## src/rtl/coax_tx_framer.sv

```systemverilog
// Biphase coax transmit framer: quiesce, code violation, words (sync+data+parity), ending sequence.
// Optional tx_delay pre-emphasis tap enabled by defining COAX_TX_DELAY_EN.
module coax_tx_framer #(
  parameter int unsigned QUIESCE_BITS = 5,
  parameter int unsigned WORD_BITS    = 10,
  parameter int unsigned DELAY_CLOCKS = 2
) (
  input  logic                 clk,
  input  logic                 reset,
  input  logic                 bit_strobe,
  input  logic                 bit_first_half,
  input  logic                 bit_second_half,
  input  logic [WORD_BITS-1:0] data,
  input  logic                 valid,
  output logic                 ready,
  output logic                 tx,
  output logic                 tx_delay,
  output logic                 active
);

  localparam int unsigned CNT_MAX = (QUIESCE_BITS > WORD_BITS) ? QUIESCE_BITS : WORD_BITS;
  localparam int unsigned CNT_W   = $clog2(CNT_MAX) + 1;

  typedef enum logic [2:0] {
    IDLE,
    QUIESCE,
    CV,
    SYNC,
    DATA,
    PARITY,
    ENDSEQ
  } state_t;

  state_t               state;
  logic [CNT_W-1:0]     cnt;
  logic [WORD_BITS-1:0] hold;
  logic                 full;
  logic [WORD_BITS-1:0] shreg;
  logic                 par;
  logic                 cur_h0;
  logic                 cur_h1;

  state_t               nstate;
  logic [CNT_W-1:0]     ncnt;
  logic                 nh0;
  logic                 nh1;
  logic                 take;
  logic                 shift;
  logic                 eff_h0;
  logic                 eff_h1;

  assign ready = !full;

  // Next-cell decode; only consumed on bit_strobe cycles.
  always_comb begin
    nstate = state;
    ncnt   = cnt;
    nh0    = cur_h0;
    nh1    = cur_h1;
    take   = 1'b0;
    shift  = 1'b0;
    case (state)
      IDLE: begin
        if (full) begin
          nstate = QUIESCE;
          ncnt   = '0;
          nh0    = 1'b0;
          nh1    = 1'b1;
        end else begin
          nh0 = 1'b0;
          nh1 = 1'b0;
        end
      end
      QUIESCE: begin
        if (cnt == CNT_W'(QUIESCE_BITS - 1)) begin
          nstate = CV;
          ncnt   = '0;
          nh0    = 1'b1;
          nh1    = 1'b1;
        end else begin
          ncnt = cnt + 1'b1;
          nh0  = 1'b0;
          nh1  = 1'b1;
        end
      end
      CV: begin
        if (cnt == CNT_W'(0)) begin
          ncnt = CNT_W'(1);
          nh0  = 1'b1;
          nh1  = 1'b0;
        end else if (cnt == CNT_W'(1)) begin
          ncnt = CNT_W'(2);
          nh0  = 1'b0;
          nh1  = 1'b0;
        end else begin
          nstate = SYNC;
          ncnt   = '0;
          nh0    = 1'b0;
          nh1    = 1'b1;
          take   = 1'b1;
        end
      end
      SYNC: begin
        nstate = DATA;
        ncnt   = '0;
        nh0    = ~shreg[WORD_BITS-1];
        nh1    = shreg[WORD_BITS-1];
      end
      DATA: begin
        if (cnt == CNT_W'(WORD_BITS - 1)) begin
          nstate = PARITY;
          ncnt   = '0;
          nh0    = ~par;
          nh1    = par;
        end else begin
          ncnt  = cnt + 1'b1;
          nh0   = ~shreg[WORD_BITS-2];
          nh1   = shreg[WORD_BITS-2];
          shift = 1'b1;
        end
      end
      PARITY: begin
        if (full) begin
          nstate = SYNC;
          ncnt   = '0;
          nh0    = 1'b0;
          nh1    = 1'b1;
          take   = 1'b1;
        end else begin
          nstate = ENDSEQ;
          ncnt   = '0;
          nh0    = 1'b1;
          nh1    = 1'b0;
        end
      end
      ENDSEQ: begin
        if (cnt == CNT_W'(0)) begin
          ncnt = CNT_W'(1);
          nh0  = 1'b1;
          nh1  = 1'b1;
        end else begin
          nstate = IDLE;
          ncnt   = '0;
          nh0    = 1'b0;
          nh1    = 1'b0;
        end
      end
      default: begin
        nstate = IDLE;
        ncnt   = '0;
        nh0    = 1'b0;
        nh1    = 1'b0;
      end
    endcase
  end

  // The new cell's levels apply on the strobe cycle itself, before cur_h0/cur_h1 catch up.
  assign eff_h0 = bit_strobe ? nh0 : cur_h0;
  assign eff_h1 = bit_strobe ? nh1 : cur_h1;

  always_ff @(posedge clk) begin
    if (reset) begin
      state  <= IDLE;
      cnt    <= '0;
      hold   <= '0;
      full   <= 1'b0;
      shreg  <= '0;
      par    <= 1'b0;
      cur_h0 <= 1'b0;
      cur_h1 <= 1'b0;
      tx     <= 1'b0;
      active <= 1'b0;
    end else begin
      if (bit_strobe) begin
        state  <= nstate;
        cnt    <= ncnt;
        cur_h0 <= nh0;
        cur_h1 <= nh1;
        active <= (nstate != IDLE);
        if (take) begin
          shreg <= hold;
          par   <= ^hold;
        end else if (shift) begin
          shreg <= {shreg[WORD_BITS-2:0], 1'b0};
        end
      end

      if (bit_strobe && take) begin
        full <= 1'b0;
      end else if (valid && !full) begin
        full <= 1'b1;
        hold <= data;
      end

      if (bit_first_half) begin
        tx <= eff_h0;
      end else if (bit_second_half) begin
        tx <= eff_h1;
      end
    end
  end

`ifdef COAX_TX_DELAY_EN
  logic [DELAY_CLOCKS-1:0] dly;

  always_ff @(posedge clk) begin
    if (reset) begin
      dly <= '0;
    end else if (DELAY_CLOCKS == 1) begin
      dly[0] <= tx;
    end else begin
      dly <= {dly[DELAY_CLOCKS-2:0], tx};
    end
  end

  assign tx_delay = dly[DELAY_CLOCKS-1];
`else
  logic unused_delay_cfg;

  assign unused_delay_cfg = (DELAY_CLOCKS > 0);
  assign tx_delay         = 1'b0;
`endif

endmodule

```

## config.mk

```make
export PLATFORM = sky130hd
export DESIGN_NAME = coax_tx_framer
export DESIGN_NICKNAME = d
export VERILOG_FILES = /design/src/rtl/coax_tx_framer.sv
export SDC_FILE = /design/constraint.sdc
export NUM_CORES = 1
export LEC_CHECK = 0
export ABC_AREA = 0
export BUFFER_PORTS_ARGS = -buffer_cell sky130_fd_sc_hd__buf_2
export CORE_MARGIN = 2
export CORE_UTILIZATION = 47
export DETAILED_ROUTE_END_ITERATION = 10
export GPL_TIMING_DRIVEN = 0
export PLACE_DENSITY_LB_ADDON = 0.2
export RECOVER_POWER = 50
export SYNTH_ARGS = -nofsm -noshare
export SYNTH_HDL_FRONTEND = slang
export SYNTH_SLANG_ARGS = --single-unit
```

## constraint.sdc

```tcl
create_clock -name clk -period 2.2 [get_ports clk]
set_input_delay 0 -clock clk [delete_from_list [all_inputs] [get_ports clk]]
set_output_delay 0 -clock clk [all_outputs]
set_load 0.05 [all_outputs]
```

==> tab_implementation.tex <==
\begin{tabular}{lr}
\hline
Metric & Value \\
\hline
\multicolumn{2}{l}{\textbf{Hold path}} \\
\quad End of the worst hold path & cur\_h0 \\
\quad Worst hold path startpoint & reset \\
\quad Cells on Worst Hold Path & 2 \\
\quad Path class of the lowest-slack min-delay path & in -> reg \\
\multicolumn{2}{l}{\textbf{Setup path}} \\
\quad R2r worst-path depth & 8 \\
\quad Critical path peak fanout & 6 \\
\quad Worst Setup SP & cnt[0] \\
\quad Worst reg2reg startpoint & cnt[0] \\
\quad Kind of capture point of the worst setup path & flop \\
\quad Crit path arrival time & 2.28 ns \\
\quad Critical path launch point type & flop \\
\quad Setup CP Type & reg -> reg \\
\quad Critical R2R Capture & tx \\
\quad Worst EP required & 2.38 ns \\
\quad Slack of the worst reg-to-reg path & 0.10 ns \\
\multicolumn{2}{l}{\textbf{CTS}} \\
\quad Post-CTS setup buffers & 0 \\
\quad Clock Tree Buf Depth & 2 \\
\quad Number of clock buffers inserted by TritonCTS & 5 \\
\quad Root buffer selected by CTS & sky130\_fd\_sc\_hd\_\_clkbuf\_8 \\
\quad CTS tree & yes \\
\quad Clock slew seen by the registers of the worst setup and hold paths & 0.07 ns \\
\quad Clock latency at the later pin of the worst-skew pair & 0.29 ns \\
\quad Count of clock tree sinks & 34 \\
\quad CTS H-tree lvls & 2 \\
\multicolumn{2}{l}{\textbf{Floorplanning}} \\
\quad Number of top-level pins & 20 \\
\quad Die Span X & 67.9 um \\
\quad Initial Utilization & 0.483 \\
\quad Die Y-Extent & 67.9 um \\
\quad Die Footprint & 4610 um2 \\
\quad Number of placement rows & 23 \\
\quad Floorplan core area & 3970 um2 \\
\multicolumn{2}{l}{\textbf{Global route}} \\
\quad Maximum number of pins on one net before global-route repair & 12 \\
\quad Initial antenna violation count & 0 \\
\quad Met3 GRT Util & 0.0543 \\
\quad Global-route wire length before repair & 6550 um \\
\quad Overall routing resource usage & 0.192 \\
\quad Sum of overflow across all layers after global routing & 0 \\
\quad M2 GR Usage & 0.275 \\
\quad Most crowded layer after global routing & met2 \\
\quad Vias in the first global route & 1,382 \\
\quad Global routing usage on met1 & 0.271 \\
\multicolumn{2}{l}{\textbf{Synth}} \\
\quad Per-instance average area after synthesis & 9.18 um2 \\
\quad EDFF count, synth & 0 \\
\quad Xor/xnor share of the synthesized area & 0.0456 \\
\quad Synthesized-area fraction occupied by and/or/nand/nor cells & 0.228 \\
\quad Dominant combinational cell family by area after synthesis & simple AND/OR/NAND/NOR gates \\
\quad Ys async rst share & 0 \\
\quad Fraction of the yosys area taken by sequential cells & 0.355 \\
\quad Post-synthesis instance total & 209 \\
\quad Cell variety after synth & 47 \\
\quad Compound-cell area share of the yosys netlist & 0.191 \\
\quad Post-Synth Adder-Cell Area & 0.0196 \\
\quad Mux contribution to synthesized area & 0.110 \\
\quad Post-Syn Nets & 228 \\
\quad Combined area of all synthesized cells & 1920 um2 \\
\quad Synthesis Warnings & 0 \\
\quad Flop and latch count out of synthesis & 34 \\
\quad Commonest register cell after synthesis & sky130\_fd\_sc\_hd\_\_dfxtp\_1 \\
\multicolumn{2}{l}{\textbf{Place}} \\
\quad Placed wire-length estimate & 2760 um \\
\quad Routability Congestion & 0.844 \\
\quad Pre-CTS worst setup slack & 0.0851 ns \\
\quad Total of buffers placed on input and output ports & 18 \\
\multicolumn{2}{l}{\textbf{Drt}} \\
\quad Per-cell via count in the routed design & 5.32 \\
\quad First DRT Iteration DRCs & 90 \\
\quad Final wirelength & 3990 um \\
\quad DRC & 0 \\
\quad Average wire length per cell after detail routing & 13.4 um \\
\quad Number of vias in the routed layout & 1,581 \\
\quad Antenna-violating nets left & 0 \\
\quad Count of TritonRoute iterations in the first routing pass & 4 \\
\multicolumn{2}{l}{\textbf{Cells and area}} \\
\quad Fraction of final layout cells with drive strength greater than 1 & 0.190 \\
\quad Inserted Diodes & 0 \\
\quad Post-synthesis to final-layout area growth & 19.6\% \\
\quad Final nets & 265 \\
\multicolumn{2}{l}{\textbf{STA}} \\
\quad Max frequency & 0.476 GHz \\
\quad Relative slew margins & 0.586 \\
\quad Worst-case clock skew & 0.00390 ns \\
\quad Shortest period the worst path allows & 2.10 ns \\
\quad Least setup slack across all paths after layout & 0.101 ns \\
\quad Slew of the pin with the lowest slew margin & 0.622 ns \\
\quad Max-slew violations & 0 \\
\quad Number of hold violations in the final report & 0 \\
\quad Count of final setup violators & 0 \\
\quad Final Cycle Share & 0.954 \\
\quad RSZ-0062 raised after global routing & false \\
\quad Total Neg Setup Slack & 0 ns \\
\multicolumn{2}{l}{\textbf{Pwr}} \\
\quad Ratio of total power to cell area & 581 nW/um2 \\
\quad Total leakage power & 0.932 nW \\
\quad Worst vdd ir & 386 uV \\
\multicolumn{2}{l}{\textbf{Run status}} \\
\quad Result of the run & completed \\
\multicolumn{2}{l}{\textbf{Job}} \\
\quad Max-capacitance violation count & 0 \\
\hline
\end{tabular}
==> layer usage <==
layer	share of wire	vias to the layer above	wire length, um
met4	0.0095	0	38
li1	-	825	-
met3	0.045	4	181
met2	0.41	37	1650
met5	0	-	0
met1	0.53	715	2130
==> power breakdown <==
group | switching, mW | internal [mW]
Clock | 0.244 | 0.252
Combinational | 0.101 | 0.0894
Sequential | 0.0148 | 0.633
Total | 0.360 | 0.974
==> registers in the layout, summed over array words and instances (netlist names) <==
signal and flops:
state 3, cur_h1 1, shreg 10, tx 1
par 1, full 1, cnt 5, hold 10
cur_h0 1, active 1
==> critical path, cell delays in order, from the launching register on <==
cell	delay, ns
sky130_fd_sc_hd__dfxtp_2	0.35
sky130_fd_sc_hd__inv_1	0.08
sky130_fd_sc_hd__ha_1	0.15
sky130_fd_sc_hd__or4b_1	0.45
sky130_fd_sc_hd__buf_6	0.16
sky130_fd_sc_hd__a31oi_4	0.20
sky130_fd_sc_hd__and4b_1	0.29
sky130_fd_sc_hd__o211ai_1	0.11
sky130_fd_sc_hd__a22o_1	0.21
==> cell type report <==
cell class | count | area [um2]
clock inverters | 2 | 12.5
plain buffers | 14 | 87.6
inverters | 3 | 11.3
repair buffers | 30 | 206
clock buffers | 6 | 82.6
multi-input cells | 158 | 1150
well taps | 50 | 62.6
flip-flops and latches | 34 | 682
fillers | 358 | 1680
==> Yosys cell counts, types with 2 or more instances <==
cell type | count | share of area
sky130_fd_sc_hd__o21ai_0 | 2 | 0.0052
sky130_fd_sc_hd__mux2i_1 | 21 | 0.11
sky130_fd_sc_hd__nor3b_1 | 6 | 0.023
sky130_fd_sc_hd__nor3_1 | 6 | 0.016
sky130_fd_sc_hd__buf_4 | 4 | 0.016
sky130_fd_sc_hd__a21oi_1 | 4 | 0.010
sky130_fd_sc_hd__a21boi_0 | 2 | 0.0078
sky130_fd_sc_hd__nand3_1 | 6 | 0.016
sky130_fd_sc_hd__and4b_1 | 2 | 0.010
sky130_fd_sc_hd__a211oi_2 | 9 | 0.059
sky130_fd_sc_hd__clkbuf_1 | 5 | 0.0098
sky130_fd_sc_hd__buf_1 | 2 | 0.0039
sky130_fd_sc_hd__nand2_1 | 11 | 0.022
sky130_fd_sc_hd__nor4bb_1 | 3 | 0.016
sky130_fd_sc_hd__or4b_1 | 2 | 0.010
sky130_fd_sc_hd__buf_6 | 2 | 0.012
sky130_fd_sc_hd__o22ai_1 | 5 | 0.016
sky130_fd_sc_hd__nor2_1 | 30 | 0.059
sky130_fd_sc_hd__a211oi_1 | 2 | 0.0078
sky130_fd_sc_hd__inv_1 | 3 | 0.0059
sky130_fd_sc_hd__a21o_1 | 4 | 0.016
sky130_fd_sc_hd__nand2b_1 | 5 | 0.016
sky130_fd_sc_hd__xnor2_1 | 10 | 0.046
sky130_fd_sc_hd__o21a_1 | 3 | 0.012
sky130_fd_sc_hd__dfxtp_1 | 34 | 0.35
sky130_fd_sc_hd__ha_1 | 3 | 0.020
sky130_fd_sc_hd__or2_2 | 3 | 0.0098
==> worst max path at each step <==
stage	cells after the start	endpoint	slack, ns
2_1_floorplan	8	tx	0.23
3_3_place_gp	8	tx	0.06
3_5_place_dp	8	shreg[1]	0.09
4_1_cts	8	tx	0.07
5_1_grt	8	tx	0.01
6_report	8	tx	0.10
==> cell usage in the layout (no fill, tap or decap), types with 2 or more instances in the layout <==
cell type / instances
sky130_fd_sc_hd__dlygate4sd3_1: 12
sky130_fd_sc_hd__a21o_1: 4
sky130_fd_sc_hd__nand3_1: 6
sky130_fd_sc_hd__inv_1: 3
sky130_fd_sc_hd__o22ai_1: 5
sky130_fd_sc_hd__ha_1: 3
sky130_fd_sc_hd__clkbuf_1: 8
sky130_fd_sc_hd__buf_2: 16
sky130_fd_sc_hd__a211oi_2: 9
sky130_fd_sc_hd__xnor2_1: 10
sky130_fd_sc_hd__a21boi_0: 2
sky130_fd_sc_hd__and4b_1: 2
sky130_fd_sc_hd__nor3_1: 6
sky130_fd_sc_hd__dfxtp_1: 33
sky130_fd_sc_hd__nor3b_1: 6
sky130_fd_sc_hd__nor4bb_1: 2
sky130_fd_sc_hd__buf_4: 3
sky130_fd_sc_hd__nand2_1: 11
sky130_fd_sc_hd__a21oi_1: 4
sky130_fd_sc_hd__or4b_1: 2
sky130_fd_sc_hd__a211oi_1: 2
sky130_fd_sc_hd__o21a_1: 3
sky130_fd_sc_hd__nand2b_1: 5
sky130_fd_sc_hd__buf_6: 3
sky130_fd_sc_hd__o21ai_0: 2
sky130_fd_sc_hd__buf_1: 2
sky130_fd_sc_hd__or2_2: 3
sky130_fd_sc_hd__mux2i_1: 21
sky130_fd_sc_hd__clkbuf_8: 6
sky130_fd_sc_hd__nor2_1: 30
==> cells by family after synthesis <==
kind of cell,count (synthesis)
AO/OA/AOI/OAI,41
XOR/XNOR,10
adder cells (fa/ha/maj),3
buffers and inverters,17
flip-flops,34
multiplexers,21
other,1
AND/OR/NAND/NOR,82
==> timing repair <==
action                     4_1_cts  5_1_grt
setup endpoints to repair        0       16
hold buffers                    12        0
resized for setup                0        3
hold endpoints to repair        12        0
==> stage by stage <==
stage	total power [mW]	utilization	area (um2)	cells	hold WS (ns)
floorplan	0.791	-	1920	209	0.125
global placement	0.835	0.522	2070	277	0.235
detailed placement	0.835	0.522	2070	277	0.231
CTS	1.35	0.576	2290	297	0.00327
global route	1.39	0.578	2290	297	0.0259
finish	1.33	0.578	2290	297	0.0130
No activity file was read; power rests on OpenSTA's default activity.
